<file path="src/rtl/mips_ctrl_pkg.sv">
// Shared types and constants for the MIPS_top run controller.
// Cache select encoding, controller states and default watchdog limits.
package mips_ctrl_pkg;

   typedef enum logic [2:0] {
      ST_IDLE,
      ST_LOAD,
      ST_LOADED,
      ST_RUN,
      ST_DONE,
      ST_TIMEOUT
   } run_state_t;

   localparam logic LD_SEL_ICACHE = 1'b0;
   localparam logic LD_SEL_DCACHE = 1'b1;

   localparam int unsigned DEF_MAX_CYCLES = 400;
   localparam int unsigned DEF_HIT_CYCLES = 1;

endpackage

</file>
<file path="src/rtl/mips_run_watchdog.sv">
// Run-cycle counter and end-PC hit-streak counter for the run controller.
// o_hit / o_expired are look-ahead flags: the FSM acts on them at the same edge.
module mips_run_watchdog
   import mips_ctrl_pkg::*;
#(
   parameter int unsigned MAX_CYCLES = DEF_MAX_CYCLES,
   parameter int unsigned HIT_CYCLES = DEF_HIT_CYCLES
) (
   input  logic        i_clk,
   input  logic        i_rst,
   input  logic        i_clear,
   input  logic        i_enable,
   input  logic        i_pc_match,
   output logic        o_hit,
   output logic        o_expired,
   output logic [31:0] o_count
);

   localparam logic [31:0] LP_LAST_COUNT = 32'(MAX_CYCLES - 1);
   localparam logic [31:0] LP_HIT_PRE    = 32'(HIT_CYCLES - 1);

   logic [31:0] r_count;
   logic [31:0] r_hit_cnt;
   logic        w_at_limit;
   logic        w_streak_done;

   assign w_at_limit    = (r_count == LP_LAST_COUNT);
   // Current matching cycle completes the streak when HIT_CYCLES-1 already counted.
   assign w_streak_done = i_pc_match && (r_hit_cnt >= LP_HIT_PRE);

   assign o_hit     = i_enable && w_streak_done;
   assign o_expired = i_enable && w_at_limit;
   assign o_count   = r_count;

   always_ff @(posedge i_clk) begin
      if (i_rst || i_clear) begin
         r_count   <= '0;
         r_hit_cnt <= '0;
      end else if (i_enable) begin
         // The count freezes on the expiry edge so it reads MAX_CYCLES-1 afterwards.
         if (!w_at_limit && (r_count != '1)) begin
            r_count <= r_count + 32'd1;
         end
         if (i_pc_match) begin
            if (r_hit_cnt != '1) begin
               r_hit_cnt <= r_hit_cnt + 32'd1;
            end
         end else begin
            r_hit_cnt <= '0;
         end
      end
   end

endmodule

</file>
<file path="src/rtl/mips_run_ctrl.sv">
// Run controller: streams an image into the MIPS_top caches, starts the core,
// and watches current_pc for the terminal address or a watchdog timeout.
//
// state      | meaning
// ST_IDLE    | after reset, accepting records
// ST_LOAD    | image partially received
// ST_LOADED  | image complete, waiting for go
// ST_RUN     | processor running (start high)
// ST_DONE    | end_pc reached
// ST_TIMEOUT | watchdog expired
module mips_run_ctrl
   import mips_ctrl_pkg::*;
#(
   parameter int unsigned MAX_CYCLES = DEF_MAX_CYCLES,
   parameter int unsigned HIT_CYCLES = DEF_HIT_CYCLES
) (
   input  logic        i_clk,
   input  logic        i_rst,
   input  logic        i_ld_valid,
   output logic        o_ld_ready,
   input  logic        i_ld_sel,
   input  logic [31:0] i_ld_addr,
   input  logic [31:0] i_ld_data,
   input  logic        i_ld_last,
   input  logic        i_go,
   input  logic [31:0] i_end_pc,
   input  logic [31:0] i_current_pc,
   output logic [31:0] o_IAddr_in,
   output logic [31:0] o_IData_in,
   output logic        o_icache_we,
   output logic [31:0] o_DAddr_in,
   output logic [31:0] o_DData_in,
   output logic        o_dcache_we,
   output logic        o_start,
   output logic        o_busy,
   output logic        o_done,
   output logic        o_timeout,
   output logic [31:0] o_cycle_count
);

   run_state_t  r_state;
   run_state_t  w_state_nxt;
   logic        w_ld_ready;
   logic        w_ld_acc;
   logic        w_go_acc;
   logic        w_run;
   logic        w_hit;
   logic        w_expired;
   logic [31:0] r_end_pc;
   logic [31:0] r_iaddr;
   logic [31:0] r_idata;
   logic [31:0] r_daddr;
   logic [31:0] r_ddata;
   logic        r_icache_we;
   logic        r_dcache_we;

   assign w_ld_acc = i_ld_valid && w_ld_ready;
   assign w_go_acc = i_go && (r_state == ST_LOADED);
   assign w_run    = (r_state == ST_RUN);

   mips_run_watchdog #(
      .MAX_CYCLES (MAX_CYCLES),
      .HIT_CYCLES (HIT_CYCLES)
   ) u_watchdog (
      .i_clk      (i_clk),
      .i_rst      (i_rst),
      .i_clear    (w_go_acc),
      .i_enable   (w_run),
      .i_pc_match (i_current_pc == r_end_pc),
      .o_hit      (w_hit),
      .o_expired  (w_expired),
      .o_count    (o_cycle_count)
   );

   always_ff @(posedge i_clk) begin
      if (i_rst) begin
         r_state <= ST_IDLE;
      end else begin
         r_state <= w_state_nxt;
      end
   end

   always_comb begin
      w_state_nxt = r_state;
      w_ld_ready  = 1'b0;
      unique case (r_state)
         ST_IDLE, ST_LOAD, ST_DONE, ST_TIMEOUT: begin
            w_ld_ready = 1'b1;
            if (i_ld_valid) begin
               w_state_nxt = i_ld_last ? ST_LOADED : ST_LOAD;
            end
         end
         ST_LOADED: begin
            if (i_go) begin
               w_state_nxt = ST_RUN;
            end
         end
         ST_RUN: begin
            // A completed hit streak takes priority over a same-cycle expiry.
            if (w_hit) begin
               w_state_nxt = ST_DONE;
            end else if (w_expired) begin
               w_state_nxt = ST_TIMEOUT;
            end
         end
         default: begin
            w_state_nxt = ST_IDLE;
         end
      endcase
   end

   always_ff @(posedge i_clk) begin
      if (i_rst) begin
         r_end_pc    <= '0;
         r_iaddr     <= '0;
         r_idata     <= '0;
         r_daddr     <= '0;
         r_ddata     <= '0;
         r_icache_we <= 1'b0;
         r_dcache_we <= 1'b0;
      end else begin
         r_icache_we <= 1'b0;
         r_dcache_we <= 1'b0;
         if (w_go_acc) begin
            r_end_pc <= i_end_pc;
         end
         if (w_ld_acc) begin
            if (i_ld_sel == LD_SEL_DCACHE) begin
               r_daddr     <= i_ld_addr;
               r_ddata     <= i_ld_data;
               r_dcache_we <= 1'b1;
            end else begin
               r_iaddr     <= i_ld_addr;
               r_idata     <= i_ld_data;
               r_icache_we <= 1'b1;
            end
         end
      end
   end

   assign o_ld_ready  = w_ld_ready;
   assign o_IAddr_in  = r_iaddr;
   assign o_IData_in  = r_idata;
   assign o_icache_we = r_icache_we;
   assign o_DAddr_in  = r_daddr;
   assign o_DData_in  = r_ddata;
   assign o_dcache_we = r_dcache_we;
   assign o_start     = w_run;
   assign o_busy      = (r_state == ST_LOAD) || (r_state == ST_LOADED) || w_run;
   assign o_done      = (r_state == ST_DONE);
   assign o_timeout   = (r_state == ST_TIMEOUT);

endmodule

</file>
<file path="config.mk">
export PLATFORM = sky130hd
export DESIGN_NAME = mips_run_ctrl
export DESIGN_NICKNAME = d
export VERILOG_FILES = /design/src/rtl/mips_ctrl_pkg.sv /design/src/rtl/mips_run_watchdog.sv /design/src/rtl/mips_run_ctrl.sv
export SDC_FILE = /design/constraint.sdc
export NUM_CORES = 1
export LEC_CHECK = 0
export CAP_MARGIN = 15
export CORE_MARGIN = 10
export CORE_UTILIZATION = 48
export DETAILED_ROUTE_END_ITERATION = 6
export HOLD_SLACK_MARGIN = 0.12
export PLACE_DENSITY = 0.85
export SYNTH_ARGS = -nofsm -noshare
export SYNTH_HDL_FRONTEND = slang
export SYNTH_HIERARCHICAL = 1
export SYNTH_SLANG_ARGS = --single-unit
</file>
<file path="constraint.sdc">
create_clock -name i_clk -period 3.2 [get_ports i_clk]
set_input_delay 0.32 -clock i_clk [delete_from_list [all_inputs] [get_ports i_clk]]
set_output_delay 0.32 -clock i_clk [all_outputs]
set_load 0.01 [all_outputs]
</file>
==> impl_metrics.yaml, run 1 <==
logic_synthesis:
  synth_edf_count: 0
  synth_seq_cells: 197
  synth_top_flop_cell: "dfxtp_1"
  yosys.area.top_type: "dfxtp_1"
  syn_area_sq_um: 8099
  synth_area_per_cell_sq_um: 8.197
  synth_fp_nets: 1123
  synth_cell_types: 54
  yosysSeqAreaShare_pct: 48.69
  synthCells: 988
  synth.top_cell.area_share_pct: 48.69
  synth_top_cells_by_area: "dfxtp_1, nand2_1, a21oi_1, xor2_1, buf_6"
  ys_warn_count: 6
  synthArstFlopShare_pct: 0
power_and_ir_drop:
  power_density_nw_per_um2: 462.6
  total_power_uw: 5343
  p_leak_uw: 0.004075
  power.switching_uw: 1407
  vdd_drop_max_uv: 352.5
  p_int_uw: 3936
  p_clk_share_pct: 38.5
  p_sw_share_pct: 26.33
  combPwrFrac_pct: 13.0
  p_seq_share_pct: 48.5
place:
  io_buffers: 300
  gp_congestion: 0.9088
  dpl_cell_area_sq_um: 10980
  dp_hpwl_um: 20130
timing:
  fin_crit_sh_pct: 75.83
  finalMaxSlewViolations: 0
  max_freq_mhz: 412.1
  finalSetupViolCount: 0
  worstMarginPinSlew_ns: 0.7842
  hold_ws_ns: 0.2886
  min_period_ns: 2.426
  slew_headroom_pct: 47.53
  fin_tns_setup_ns: 0
  fin_worst_skew_ns: 0.007943
  grt_setup_unrepaired: "no"
  hold_viol: 0
grt:
  grt_pass1_vias: 7736
  grt_overflow: 0
  grt_pass1_wl_um: 42910
  grt_max_degree: 138
  antenna_found_initial: 1
  grt_use_total_pct: 24.05
worst_setup_path:
  endpoint_kind: "flop"
  cp-start-kind: "flop"
  cp_max_fo: 19
  arrival_ns: 2.78
  cp.required_ns: 3.55
  crit_type: "reg2reg"
finish:
  final_common_cell: "nand2_1"
  area_delta_synth_final_pct: 42.62
  nets: 1389
  most-common-layout-cells: "nand2_1, clkdlybuf4s50_1, dfxtp_1"
  fin_area_sq_um: 11550
  fin_util_pct: 69.65
  layout-drive-gt1-share_pct: 5.130
routing:
  wl_per_cell_um: 18.79
  final_antenna_net_count: 0
  viasPerCell: 5.378
  drt_wl_total_um: 27980
  drt_iter0_drc: 561
  drt-pass1-iter-count: 5
  drc: 0
  vias: 8008
die:
  dieArea_sq_um: 22470
  fp.dieH_um: 149.9
  die_x_um: 149.9
  initial_core_util_pct: 48.84
  ioPinCount: 301
  rows: 47
  core_area_sq_um: 16580
min_path:
  hp-class: "in2reg"
job:
  drv_cap: 0
cts:
  hold_buffers: 0
  cts_resized: 0
  ctsLongestPathBuffers: 2
  ctsHtreeMaxLevel: 4
  post_cts_buffers: 0
  cts_sinks: 197
  cts_made_buffers: 17
  cts_root_buf: "clkbuf_16"
  path_clk_slew_ns: 0.07
  cts_tree: "built"
  clk_latency_ns: 0.43
run_status:
  status: "complete, no violations"
-- final timing paths --
path         slack, ns                                  end                   startpoint  cells after the start
max               0.77  u_watchdog/o_count[30]$_SDFFE_PP0P_      r_state[2]$_SDFFE_PP0P_                      7
min               0.29              r_state[2]$_SDFFE_PP0P_                        i_rst                      2
max reg2reg       0.77  u_watchdog/o_count[30]$_SDFFE_PP0P_      r_state[2]$_SDFFE_PP0P_                      7
min reg2reg       0.45          o_IAddr_in[22]$_SDFFE_PP0P_  o_IAddr_in[22]$_SDFFE_PP0P_                      2
-- area by class of cell --
| cell class | instances | area (sq um) |
|---|---|---|
| clock buffer | 18 | 429.2 |
| multi-input combinational | 722 | 3654 |
| tap | 220 | 275.3 |
| timing repair buffer | 308 | 3073 |
| inverter | 8 | 30.03 |
| clock inverter | 14 | 141.4 |
| antenna | 2 | 5.005 |
| fill | 1334 | 5032 |
| sequential | 197 | 3944 |
-- per-layer routing --
layer	wire length (um)	up-vias	track usage (%)
met5	0	-	0
met4	1192	0	10.88
met3	3123	68	11.08
met2	12720	352	37.42
met1	10940	3704	27.76
li1	-	3884	-
-- critical path, cell delays in order, from the launching register on --
cell and delay (ns):
dfxtp_1 0.34, and2b_2 0.27, and2_1 0.33, inv_1 0.10, nor3_1 0.31, o21ai_2 0.28
or4_1 0.56, a21oi_1 0.16
-- flip-flops by register name, summed over array words and instances (netlist names) --
register	cells
o_DAddr_in	32
o_DData_in	32
o_IAddr_in	32
o_IData_in	32
r_end_pc	32
u_watchdog/o_count	32
r_state	3
o_dcache_we	1
o_icache_we	1
-- per-stage QoR --
stage	setup slack (ns)	instances
floorplan	1.139	988
global placement	0.6969	1455
detailed placement	0.6873	1455
CTS	0.8030	1487
global route	0.6197	1488
finish	0.7735	1489
-- cell families (layout without fill, tap and decap cells) --
family,Yosys count,after routing,synth area share (%)
adders and majority gates,1,1,0.1545
other,0,2,0
DFF,197,197,48.69
muxes,3,3,0.3708
and+or+nand+nor,461,461,25.63
xor gates and xnor gates,35,35,3.785
AOI/OAI and AO/OA,222,222,15.03
buffers and inverters,69,348,6.334
-- cells in the mapped netlist (3+ instances only) --
cell / number
or4_4: 3
o21ai_0: 7
o21a_1: 4
nor3_1: 3
nand3_1: 11
a21oi_1: 179
buf_6: 13
o31ai_1: 11
and3_1: 6
nand2_1: 340
or4_1: 15
nor2_1: 19
buf_2: 6
or3_1: 11
nand4_1: 14
dfxtp_1: 197
o31a_1: 4
buf_4: 10
clkbuf_1: 23
mux2i_1: 3
inv_1: 6
buf_8: 7
nor4_1: 19
xor2_1: 35
o21ai_1: 5
-- power by group through the flow --
stage | clock network (uW) | registers (uW) | logic (uW)
floorplan | 0 | 2680 | 266
global placement | 0 | 2640 | 688
detailed placement | 0 | 2650 | 692
CTS | 2090 | 2590 | 697
global route | 2190 | 2600 | 752
finish | 2060 | 2590 | 693
Note: power is estimated with default switching activity, not from simulation.
==> run 2: changes to the inputs <==
--- a/config.mk
+++ b/config.mk
@@ -7,10 +7,10 @@
 export LEC_CHECK = 0
 export CAP_MARGIN = 15
 export CORE_MARGIN = 10
-export CORE_UTILIZATION = 48
+export CORE_UTILIZATION = 40
 export DETAILED_ROUTE_END_ITERATION = 6
 export HOLD_SLACK_MARGIN = 0.12
-export PLACE_DENSITY = 0.85
+export PLACE_DENSITY = 0.75
 export SYNTH_ARGS = -nofsm -noshare
 export SYNTH_HDL_FRONTEND = slang
 export SYNTH_HIERARCHICAL = 1
==> constraint.sdc (replaced) <==
create_clock -name i_clk -period 2.1 [get_ports i_clk]
set_input_delay 0.21 -clock i_clk [delete_from_list [all_inputs] [get_ports i_clk]]
set_output_delay 0.21 -clock i_clk [all_outputs]
set_load 0.01 [all_outputs]
==> run 2 against run 1 <==
Against the previous run: combinational power grew 59%; count of clock-buffer cells in the layout is 1 lower; final cell count is 6.2% higher; wire length increased by 4.6%; setup slack got worse by 0.76 ns; global-route usage is 2.7 points lower; critical path depth is 1 lower; total power up 53%; non-clock buffer count is 48 higher; clock skew grew 0.00098 ns; clock power grew 52%; largest cell class unchanged; largest power group unchanged.
==> impl_metrics.yaml, run 2 (synthesized netlist as in run 1, its figures left out) <==
run_status:
  status: "complete, no violations"
die:
  die_x_um: 162.3
  ioPinCount: 301
  rows: 51
  fp.dieH_um: 162.3
  dieArea_sq_um: 26340
  core_area_sq_um: 19720
  initial_core_util_pct: 41.07
grt:
  antenna_found_initial: 2
  grt_pass1_vias: 7948
  grt_overflow: 0
  grt_use_total_pct: 21.33
  grt_max_degree: 84
  grt_pass1_wl_um: 44860
routing:
  drc: 0
  drt-pass1-iter-count: 5
  drt_wl_total_um: 29270
  drt_iter0_drc: 579
  vias: 8138
  wl_per_cell_um: 18.51
  final_antenna_net_count: 0
  viasPerCell: 5.147
power_and_ir_drop:
  vdd_drop_max_uv: 564.1
  total_power_uw: 8184
  power_density_nw_per_um2: 675.5
  p_leak_uw: 0.004350
finish:
  most-common-layout-cells: "nand2_1, clkdlybuf4s50_1, dfxtp_1"
  fillCellCount: 1705
  area_delta_synth_final_pct: 49.59
  nets: 1438
  layout-drive-gt1-share_pct: 10.11
  fin_util_pct: 61.44
  final_common_cell: "nand2_1"
place:
  io_buffers: 300
  dp_hpwl_um: 21150
  gp_congestion: 0.8891
worst_setup_path:
  path_buf_inv: 0
  slowest_delay_ns: 0.64
  arrival_ns: 2.40
  endpoint_kind: "flop"
  crit_chain: "ha_2, nand4_1, or4_4, nor2_4, or3_1, a21oi_1"
  cpMaxStageDelayCell: "or4_4"
  crit_type: "reg2reg"
  cp-start-kind: "flop"
  cp.required_ns: 2.41
  cp_max_fo: 12
  path_delay_family: "simple AND/OR/NAND/NOR gates"
cts:
  ctsHtreeMaxLevel: 4
  hold_buffers: 0
  cts_made_buffers: 17
  cts_tree: "built"
  path_clk_slew_ns: 0.07
  cts_sinks: 197
  cts_root_buf: "clkbuf_16"
  clk_latency_ns: 0.43
  ctsLongestPathBuffers: 2
job:
  drv_cap: 0
timing:
  slew_headroom_pct: 60.29
  fin_crit_sh_pct: 99.47
  fin_worst_skew_ns: 0.008921
  worstMarginPinSlew_ns: 0.5956
  grt_setup_unrepaired: "yes"
  hold_viol: 0
  finalMaxSlewViolations: 0
  finalSetupViolCount: 0
  min_period_ns: 2.089
  max_freq_mhz: 478.7
min_path:
  hp-class: "in2reg"
[run 2: cell types whose count changed in the layout (fill, tap and decap cells not counted), moves of 2 or more]
cell | before | now
dfxtp_2 | 0 | 9
clkinvlp_4 | 4 | 2
o21ai_0 | 7 | 5
nor2_2 | 1 | 3
buf_4 | 8 | 50
nor3_1 | 3 | 1
nor2_1 | 19 | 17
nor4_1 | 19 | 17
dfxtp_1 | 197 | 188
buf_12 | 1 | 6
nor4_2 | 0 | 2
nor3_2 | 0 | 2
[run 2: worst paths after layout]
kind	to	from	depth (start not counted)	slack, ns
max	u_watchdog/o_count[0]$_SDFFE_PP0P_	u_watchdog/o_count[1]$_SDFFE_PP0P_	6	0.01
min	o_dcache_we$_SDFF_PP0_	i_rst	2	0.21
max reg2reg	u_watchdog/o_count[0]$_SDFFE_PP0P_	u_watchdog/o_count[1]$_SDFFE_PP0P_	6	0.01
min reg2reg	o_IAddr_in[23]$_SDFFE_PP0P_	o_IAddr_in[23]$_SDFFE_PP0P_	2	0.45
[run 2: worst register-to-register path, stage by stage, from the launching register on]
cell     delay [ns]
dfxtp_2        0.34
ha_2           0.21
nand4_1        0.21
or4_4          0.64
nor2_4         0.33
or3_1          0.18
a21oi_1        0.07
[run 2: area by class of cell]
class | instances | area (sq um) | area share (%)
Sequential cell | 197 | 3955 | 32.64
Multi-Input combinational cell | 723 | 3736 | 30.84
Timing Repair Buffer | 356 | 3500 | 28.89
Clock buffer | 17 | 425.4 | 3.511
Tap cell | 265 | 331.6 | 2.737
Clock inverter | 14 | 135.1 | 1.115
Inverter | 8 | 30.03 | 0.2479
Antenna cell | 1 | 2.502 | 0.02065
[run 2: metrics by stage]
stage          std cells  hold WS, ns  setup TNS, ns  setup slack [ns]  instance area (sq um)
6_report            1581       0.2133              0           0.01111                  12120
4_1_cts             1576       0.1887              0           0.03206                  11990
3_5_place_dp        1545       0.4457       -0.03849          -0.03184                  11430
3_3_place_gp        1545       0.4406              0          0.008233                  11430
5_1_grt             1581       0.2254        -0.1272          -0.02528                  12120
2_1_floorplan        988       0.3460              0           0.03903                   8099
[run 2: repair_timing]
item / in CTS / in global routing
setup buffers: 0 / 2
endpoints found under the setup margin: 0 / 32
gates resized for setup: 0 / 27
[run 2: where the power goes]
group          switching [uW]  internal, uW
sequential               71.3          3870
clock                    1570          1570
combinational             523           575
total                    2160          6020
[run 2: routing by layer]
layer,GRT usage [%],routed length [um],vias to the layer above,share of wire [%]
li1,-,-,3970,-
met1,24.90,11540,3756,39
met2,34.13,13600,349,46
met3,7.861,2876,61,9.8
met4,9.801,1229,2,4.2
met5,0,20,-,0.068
